==> src/rtl/round_pkg.sv <==
// Shared state type and default sizing for the sparse-term round sequencer.
// Each round always issues TOTAL_WORDS words, so round timing does not depend on the sparse offset.
package round_pkg;

    localparam int WORD_WIDTH_DEF        = 32;
    localparam int DIFF_WIDTH_DEF        = 6;
    localparam int ADDR_WIDTH_DEF        = 10;
    localparam int NORMAL_WORD_COUNT_DEF = 553;
    localparam int MAX_DIFF_DEF          = 63;

    // Real words, then enough zero padding to cover the largest sparse offset, plus the prefill word.
    function automatic int total_words(input int normal_word_count, input int max_diff);
        return normal_word_count + max_diff + 1;
    endfunction

    localparam int TOTAL_WORDS = total_words(NORMAL_WORD_COUNT_DEF, MAX_DIFF_DEF);

    typedef enum logic [2:0] {
        S_IDLE      = 3'd0,
        S_FETCH     = 3'd1,
        S_CAPTURE   = 3'd2,
        S_ISSUE     = 3'd3,
        S_WAIT_DONE = 3'd4,
        S_FINISH    = 3'd5
    } round_state_e;

endpackage

==> src/rtl/round_addr_gen.sv <==
// Word counter for one round, plus the clamped read address and the per-word flags derived from it.
// Reads past the last real word keep hitting the last address, so the memory access pattern stays fixed.
module round_addr_gen
    import round_pkg::*;
#(
    parameter int NORMAL_WORD_COUNT = NORMAL_WORD_COUNT_DEF,
    parameter int MAX_DIFF          = MAX_DIFF_DEF,
    parameter int ADDR_WIDTH        = ADDR_WIDTH_DEF
) (
    input  logic                  clk,
    input  logic                  rst_n,
    input  logic                  clear,
    input  logic                  inc,
    output logic [ADDR_WIDTH:0]   k,
    output logic [ADDR_WIDTH-1:0] addr,
    output logic                  is_dummy,
    output logic                  is_prefill,
    output logic                  is_last
);

    localparam int CW = ADDR_WIDTH + 1;
    localparam logic [CW-1:0]         NWC_K      = CW'(NORMAL_WORD_COUNT);
    localparam logic [CW-1:0]         LAST_K     = CW'(total_words(NORMAL_WORD_COUNT, MAX_DIFF) - 1);
    localparam logic [ADDR_WIDTH-1:0] CLAMP_ADDR = ADDR_WIDTH'(NORMAL_WORD_COUNT - 1);

    logic [CW-1:0] k_q;
    logic [CW-1:0] k_d;

    always_comb begin
        k_d = k_q;
        if (clear) begin
            k_d = '0;
        end else if (inc) begin
            k_d = k_q + CW'(1);
        end
    end

    always_ff @(posedge clk or negedge rst_n) begin
        if (!rst_n) begin
            k_q <= '0;
        end else begin
            k_q <= k_d;
        end
    end

    assign k          = k_q;
    assign is_dummy   = (k_q >= NWC_K);
    assign addr       = is_dummy ? CLAMP_ADDR : k_q[ADDR_WIDTH-1:0];
    assign is_prefill = (k_q == '0);
    assign is_last    = (k_q == LAST_K);

endmodule

==> src/rtl/round_sequencer.sv <==
// Streams the normal polynomial (plus zero padding) into one round block for a single sparse term.
// Word count and per-word timing are independent of the sparse offset, so every round takes the same time.
module round_sequencer
    import round_pkg::*;
#(
    parameter int WORD_WIDTH        = WORD_WIDTH_DEF,
    parameter int NORMAL_WORD_COUNT = NORMAL_WORD_COUNT_DEF,
    parameter int MAX_DIFF          = MAX_DIFF_DEF,
    parameter int ADDR_WIDTH        = ADDR_WIDTH_DEF,
    parameter int DIFF_WIDTH        = DIFF_WIDTH_DEF
) (
    input  logic                  clk,
    input  logic                  rst_n,
    input  logic                  start,
    input  logic [DIFF_WIDTH-1:0] diff_in,
    input  logic                  high_lat_in,
    input  logic                  low_lat_in,
    output logic                  busy,
    output logic                  done,
    output logic                  mem_rd_en,
    output logic [ADDR_WIDTH-1:0] mem_rd_addr,
    input  logic [WORD_WIDTH-1:0] mem_rd_data,
    output logic [WORD_WIDTH-1:0] rb_word_in,
    output logic                  rb_word_valid,
    output logic                  rb_only_add,
    output logic [DIFF_WIDTH-1:0] rb_normal_sparse_diff,
    output logic                  rb_high_latency,
    output logic                  rb_low_latency,
    input  logic                  rb_word_accepted,
    input  logic                  rb_processing_done,
    output logic                  pair_valid,
    output logic [ADDR_WIDTH:0]   pair_index
);

    localparam int CW    = ADDR_WIDTH + 1;
    localparam int TOTAL = total_words(NORMAL_WORD_COUNT, MAX_DIFF);

    if (TOTAL >= (2 ** CW)) begin : g_total_check
        $error("round_sequencer: word counter too narrow for NORMAL_WORD_COUNT + MAX_DIFF + 1");
    end

    round_state_e          state_q, state_d;
    logic [DIFF_WIDTH-1:0] diff_q, diff_d;
    logic                  high_lat_q, high_lat_d;
    logic                  low_lat_q, low_lat_d;
    logic [WORD_WIDTH-1:0] word_q, word_d;
    logic                  only_add_q, only_add_d;
    logic                  pair_valid_q, pair_valid_d;
    logic [CW-1:0]         pair_index_q, pair_index_d;

    logic                  k_clear;
    logic                  k_inc;
    logic                  word_finished;
    logic [CW-1:0]         k;
    logic [ADDR_WIDTH-1:0] addr;
    logic                  is_dummy;
    logic                  is_prefill;
    logic                  is_last;

    round_addr_gen #(
        .NORMAL_WORD_COUNT (NORMAL_WORD_COUNT),
        .MAX_DIFF          (MAX_DIFF),
        .ADDR_WIDTH        (ADDR_WIDTH)
    ) u_addr_gen (
        .clk        (clk),
        .rst_n      (rst_n),
        .clear      (k_clear),
        .inc        (k_inc),
        .k          (k),
        .addr       (addr),
        .is_dummy   (is_dummy),
        .is_prefill (is_prefill),
        .is_last    (is_last)
    );

    // An accept and a done in the same ISSUE cycle retire the word at once, still advancing only one word.
    always_comb begin
        state_d       = state_q;
        diff_d        = diff_q;
        high_lat_d    = high_lat_q;
        low_lat_d     = low_lat_q;
        word_d        = word_q;
        only_add_d    = only_add_q;
        pair_valid_d  = 1'b0;
        pair_index_d  = pair_index_q;
        k_clear       = 1'b0;
        k_inc         = 1'b0;
        word_finished = 1'b0;

        case (state_q)
            S_IDLE: begin
                if (start) begin
                    diff_d     = diff_in;
                    high_lat_d = high_lat_in;
                    low_lat_d  = low_lat_in;
                    k_clear    = 1'b1;
                    state_d    = S_FETCH;
                end
            end
            S_FETCH: begin
                state_d = S_CAPTURE;
            end
            S_CAPTURE: begin
                word_d     = is_dummy ? '0 : mem_rd_data;
                only_add_d = is_prefill;
                state_d    = S_ISSUE;
            end
            S_ISSUE: begin
                if (rb_word_accepted) begin
                    state_d       = S_WAIT_DONE;
                    word_finished = rb_processing_done;
                end
            end
            S_WAIT_DONE: begin
                word_finished = rb_processing_done;
            end
            S_FINISH: begin
                state_d = S_IDLE;
            end
            default: begin
                state_d = S_IDLE;
            end
        endcase

        if (word_finished) begin
            if (!only_add_q) begin
                pair_valid_d = 1'b1;
                pair_index_d = k - CW'(1);
            end
            if (is_last) begin
                state_d = S_FINISH;
            end else begin
                k_inc   = 1'b1;
                state_d = S_FETCH;
            end
        end
    end

    always_ff @(posedge clk or negedge rst_n) begin
        if (!rst_n) begin
            state_q      <= S_IDLE;
            diff_q       <= '0;
            high_lat_q   <= 1'b0;
            low_lat_q    <= 1'b0;
            word_q       <= '0;
            only_add_q   <= 1'b0;
            pair_valid_q <= 1'b0;
            pair_index_q <= '0;
        end else begin
            state_q      <= state_d;
            diff_q       <= diff_d;
            high_lat_q   <= high_lat_d;
            low_lat_q    <= low_lat_d;
            word_q       <= word_d;
            only_add_q   <= only_add_d;
            pair_valid_q <= pair_valid_d;
            pair_index_q <= pair_index_d;
        end
    end

    assign busy                  = (state_q != S_IDLE);
    assign done                  = (state_q == S_FINISH);
    assign mem_rd_en             = (state_q == S_FETCH);
    assign mem_rd_addr           = addr;
    assign rb_word_in            = word_q;
    assign rb_word_valid         = (state_q == S_ISSUE);
    assign rb_only_add           = only_add_q;
    assign rb_normal_sparse_diff = diff_q;
    assign rb_high_latency       = high_lat_q;
    assign rb_low_latency        = low_lat_q;
    assign pair_valid            = pair_valid_q;
    assign pair_index            = pair_index_q;

endmodule
==> config.mk <==
export PLATFORM = sky130hd
export DESIGN_NAME = round_sequencer
export DESIGN_NICKNAME = d
export VERILOG_FILES = /design/src/rtl/round_pkg.sv /design/src/rtl/round_addr_gen.sv /design/src/rtl/round_sequencer.sv
export SDC_FILE = /design/constraint.sdc
export NUM_CORES = 1
export LEC_CHECK = 0
export ABC_AREA = 1
export ABC_CLOCK_PERIOD_IN_PS = 3400
export BUFFER_PORTS_ARGS = -buffer_cell sky130_fd_sc_hd__buf_2
export CELL_PAD_IN_SITES_DETAIL_PLACEMENT = 0
export CELL_PAD_IN_SITES_GLOBAL_PLACEMENT = 2
export CORE_ASPECT_RATIO = 0.8
export CORE_MARGIN = 2
export CORE_UTILIZATION = 30
export DETAILED_ROUTE_END_ITERATION = 7
export GPL_TIMING_DRIVEN = 1
export PLACE_DENSITY_LB_ADDON = 0.1
export SETUP_SLACK_MARGIN = 0.05
export SYNTH_ARGS = -nofsm -noshare
export SYNTH_HDL_FRONTEND = slang
export SYNTH_HIERARCHICAL = 1
export SYNTH_SLANG_ARGS = --single-unit
==> constraint.sdc <==
create_clock -name clk -period 3.4 [get_ports clk]
set_clock_uncertainty 0.05 [all_clocks]
set_input_delay 0.34 -clock clk [delete_from_list [all_inputs] [get_ports clk]]
set_output_delay 0.34 -clock clk [all_outputs]
set_load 0.02 [all_outputs]
======== After elaboration in Yosys (flattened, before gate mapping) ========
Index checks and enable logic that the tools add are counted.
storage, ports and cells
  register bits ........................... 67
  bits in latches ......................... 0
  bits in writable memories ............... 0
  ROM bits ................................ 0
  input bits .............................. 45
  output and inout port bits .............. 67
  word-level logic and storage cells ...... 46
  memories ................................ 0
cells by class
  add/subtract/negate cells ............... 2
  multiply operators ...................... 0
  div/mod/pow operators ................... 0
  magnitude comparators ................... 1
  equality and inequality tests ........... 9
  shift-type cells ........................ 0
  multiplexer cells ....................... 17
  bitwise operators ....................... 1
  reduce and logical (&&, ||, !) cells .... 7
operators by type and width
  operator                                                             number
  two-way mux 32 bit                                                   1
  two-way mux 11 bit                                                   2
  case mux 3 bit (5 select lines)                                      1
  two-way mux 3 bit                                                    4
  adder 11 x 1 -> 11 bit, second input constant                        1
  equality test 11 x 10 -> 1 bit, second input constant                1
  greater-or-equal comparator 11 x 10 -> 1 bit, second input constant  1
  zero test 11 bit                                                     1
  subtractor 11 x 1 -> 11 bit, second input constant                   1
  two-way mux 10 bit                                                   1
  two-way mux 1 bit                                                    7
  equality test 3 x 2 -> 1 bit, second input constant                  2
  equality test 3 bit, second input constant                           2
  AND reduction 2 bit                                                  2
  equality test 3 x 1 -> 1 bit, second input constant                  1
  zero test 3 bit                                                      1
  inequality test 3 x 1 -> 1 bit, second input constant                1
  inequality test 3 bit, second input constant                         1
  AND reduction 3 bit                                                  1
  nonzero test 3 bit                                                   1
  inequality test 2 bit, second input constant                         1
  case mux 1 bit (2 select lines)                                      1
  nonzero test 2 bit                                                   1
  inverter 1 bit                                                       1

======== Logic depth before layout (Yosys ltp) ========
  word-level depth ........................ 5
  gate-level depth with buffers ........... 12

======== By module ========
Netlist, hierarchy kept.
modules (own cells, without submodules)
  module           instances  cells each  area an instance (um^2)  seq. area each (um^2)
  round_sequencer  1          297         2502.4                   1401.3
  round_addr_gen   1          120         805.8                    275.3

======== Worst setup path after synthesis ========
No wires, ideal clock.
  path kind ............................... register to register
  from .................................... register u_addr_gen.k_q[0] (netlist: u_addr_gen/k[0])
  to ...................................... register u_addr_gen.k_q[2] (netlist: u_addr_gen/k[2])
  setup time .............................. 133 ps
  data arrival time ....................... 1671 ps
  slack ................................... 1546 ps
  cell stages (with the launch flop) ...... 10
  buffers on the path ..................... 0
  cells stage by stage .................... dfrtp_1 -> inv_1 -> ha_1 -> nand2_1 -> nor3_1 -> nor2_1 -> nor2_2 -> nor2_1 -> o21ai_0 -> a21oi_1
between the ends
  word-level cells in the longest chain between the ends .. 4
RTL lines
  element                              RTL line                RTL
  from (decl)                          round_addr_gen.sv:26    logic [CW-1:0] k_q;
  from (signal assigned)               round_addr_gen.sv:42    k_q <= k_d;
  equality test 11 x 10 -> 1 bit       round_addr_gen.sv:50    assign is_last = (k_q == LAST_K);
  via is_last                          round_sequencer.sv:58   logic is_last;
  two-way mux 1 bit                    round_sequencer.sv:130  if (is_last) begin
  two-way mux 1 bit                    round_sequencer.sv:125  if (word_finished) begin
  via k_inc                            round_sequencer.sv:52   logic k_inc;
  nonzero test 2 bit (no source line)  n/a
The timed path passes the listed nets, and every way through them passes these cells. The select of a mux whose other input is x is not followed.
A chain may end at the register's enable or synchronous reset.

======== Worst setup path after layout ========
  from .................................... register u_addr_gen.k_q[1] (netlist: u_addr_gen/k[1])
  to ...................................... output mem_rd_addr[0]
between the ends
  word-level cells in the longest chain between the ends .. 2
RTL lines
  element                                       RTL line               RTL
  greater-or-equal comparator 11 x 10 -> 1 bit  round_addr_gen.sv:47   assign is_dummy = (k_q >= NWC_K);
  via is_dummy                                  round_sequencer.sv:56  logic is_dummy;
  two-way mux 10 bit                            round_addr_gen.sv:48   assign addr = is_dummy ? CLAMP_ADDR : k_q[ADDR_WIDTH-1:0];
  to (decl)                                     round_sequencer.sv:21  output logic [ADDR_WIDTH-1:0] mem_rd_addr,
The timed path passes the listed nets, and every way through them passes these cells.

==> reports/qor.txt <==
status - complete, no violations
Hold Path Class - input pin to asynchronous set/reset pin
GP Congestion - 0.771
Crit Path Class - register to output port
top post-synthesis cells by area - dfrtp_1 (51%), nand2_1 (18%), o21ai_1 (5.1%)
syn_nets - 466
CTS buffer count - 9
post_cts resized - 0
Finish-stage setup viols - 0
maximum clock frequency - 426 MHz
Residual DRC - 0
Crit path top cell by count - nand2_1
Synth async-reset ratio - 100%
setup_tns - 0 ns
global route total overflow - 0
drt via density - 4.39
Detailed Place HPWL - 6.48 mm
Max Buffers Root-to-Sink - 2
H-tree depth - 3
Data arrival, critical path - 1.96 ns
CP max-delay cell - dfrtp_1
WL final - 9.06 mm
Total GRT Usage - 16.1%
Data required, critical path - 3.01 ns
Buf/Inv on CP - 2
pwr dens - 929 mW/mm²
max-slew violation count - 0
Net count, final - 578
TritonRoute pass-1 iters - 4
root buf cell - clkbuf_16
count leader, synth - nand2_1
DR iter-0 viols - 180
initial core utilization - 30.6%
DP Area - 0.00398 mm²
Final Instance Count excl. Fillers - 678
area leader, netlist - dfrtp_1
# Post-CTS Setup Buffers - 0
Row Count - 34
DR WL/cell - 13.4 µm
clock latency on the worst-skew pair - 0.33 ns
RSZ-0062 raised after global routing - false
largest net degree at the start of global routing - 45
Reg area - 0.00168 mm²
proportion of layout cells with a drive suffix above 1 - 28.3%
multi-input logic area - 0.00139 mm²
number of global-route vias before repair - 2,885
ANT nets after route - 0
final instance area - 0.00431 mm²
die area - 0.0119 mm²
register area share after synthesis - 50.7%
Clock transition at path regs - 0.06 ns
Slew @ Worst Pin - 0.805 ns
Die Ht - 97.9 µm
Hold Fails Final Rpt - 0
Yosys reg bits - 67
clk sinks - 67
# IOs - 112
syn_area_per_cell - 7.93 µm²
slowest cell delay on critical path - 0.41 ns
CTS tree - built
number of buffers inserted by port buffering - 111
Post-synth top cells - nand2_1 (158), dfrtp_1 (67), nor2_1 (38), inv_1 (37), o21ai_1 (34)
slew margin rel. - 46.3%
filler instances - 1,191
Die Width - 121 µm
setup slack, reg-to-reg - 1.29 ns
Crit. End Element - output port
Post-synth EDFFs - 0
CP Cell Sequence - inv_1, ha_1, nand2_1, nand4_1, nand2_1, nand2_2, nor2_1, buf_2
total chip power - 0.00400 W
post-synthesis instance area - 0.00331 mm²
max cap viols - 0
Pleak - 2.44 nW
CP Launch Type - register
worst r2r src - u_addr_gen/k[0]
Ant. Diodes - 0
top_reg_cell synth - dfrtp_1
Final Core Density - 39.9%
worst-path fanout max - 8
first-pass GRT wire length - 14.9 mm
Synth-to-Final Area Change - 30.2%
initial antenna violation count - 0
top cell type's share of synthesized area - 50.7%
Final min period - 2.35 ns
critical path's top delay family - simple AND/OR/NAND/NOR gates
core area - 0.0108 mm²
placed cells - 662
yosys warns - 6
hold_buf cts - 0
Worst Reg-to-Reg Cells - 9
peak supply drop - 0.341 mV
Post-Syn Instances - 417
RR Endpoint - u_addr_gen/k[2]
Tcrit/Tclk final - 69.0%
vias - 2,978
post-synth cell types - 30
logic make-up (layout without fill, tap and decap cells):
kind of cell / Yosys count / after routing / share of synthesized area, %
fa+ha+maj: 4 / 4 / 1.51
xor+xnor: 3 / 3 / 0.794
compound gates: 52 / 52 / 8.66
buf+inv: 51 / 168 / 7.41
flops: 67 / 67 / 50.7
simple gates: 240 / 240 / 30.9
worst register-to-register path: stages, from the launching register on:
cell     delay (ns)
dfrtp_1        0.45
inv_1          0.21
ha_1           0.18
nand2_1        0.07
nor3_1         0.28
nor2_1         0.13
nor2_2         0.26
nor2_1         0.13
o21ai_0        0.16
a21oi_1        0.06
routing by layer:
metal	global-route usage, %	share of wire (%)	vias up
li1	-	-	1547
met1	23.1	50	1331
met2	23.3	42	94
met3	5.14	7.9	6
met4	4.24	0.71	0
met5	0	0	-
state kept, by name, indices dropped and copies added, names as in the netlist:
name                   flops
state_q                    3
rb_high_latency            1
pair_index                11
rb_normal_sparse_diff      6
pair_valid                 1
u_addr_gen/k              11
rb_only_add                1
rb_low_latency             1
rb_word_in                32
how the worst max path moves through the flow:
stage                               start         endpoint  slack [ns]  cells after the start
after floorplan           u_addr_gen/k[0]  u_addr_gen/k[2]        1.55                      9
after global placement    u_addr_gen/k[1]   rb_word_in[23]        1.35                     10
after detailed placement  u_addr_gen/k[0]  u_addr_gen/k[2]        1.31                      9
after CTS                 u_addr_gen/k[1]   mem_rd_addr[0]        1.07                      8
after global routing      u_addr_gen/k[1]   mem_rd_addr[0]        0.87                      8
final                     u_addr_gen/k[1]   mem_rd_addr[0]        1.05                      8
layout by cell type (no fill, tap or decap), drive strengths merged, types with 2 or more instances in the layout:
cell,netlist,final
nand4,7,7
buf,10,114
nand2,165,165
ha,4,4
inv,37,37
clkbuf,3,12
nand3,19,19
bufinv,0,2
o21ai,45,45
nor2,45,45
xor2,2,2
a21oi,5,5
clkinv,1,2
nor3,2,2
dfrtp,67,67
cell type report:
cell class / count / area share (%)
tap: 144 / 4.18
sequential: 67 / 38.9
clock inverter: 4 / 1.68
multi-input combinational: 299 / 32.2
timing repair buffer: 114 / 13.7
inverter: 38 / 3.31
clock buffer: 12 / 5.95
power by group:
part	internal, W	total (W)	switching, W
clock network	0.000681	0.00102	0.000342
logic	0.000544	0.00167	0.00112
registers	0.00112	0.00131	0.000193
metrics by stage:
step           hold slack, ns  setup WS, ns
6_report               0.0418          1.05
5_1_grt                 0.108         0.874
4_1_cts                0.0764          1.07
3_5_place_dp            0.411          1.31
3_3_place_gp            0.408          1.35
2_1_floorplan        -0.00559          1.55
No activity file was read; power rests on OpenSTA's default activity.
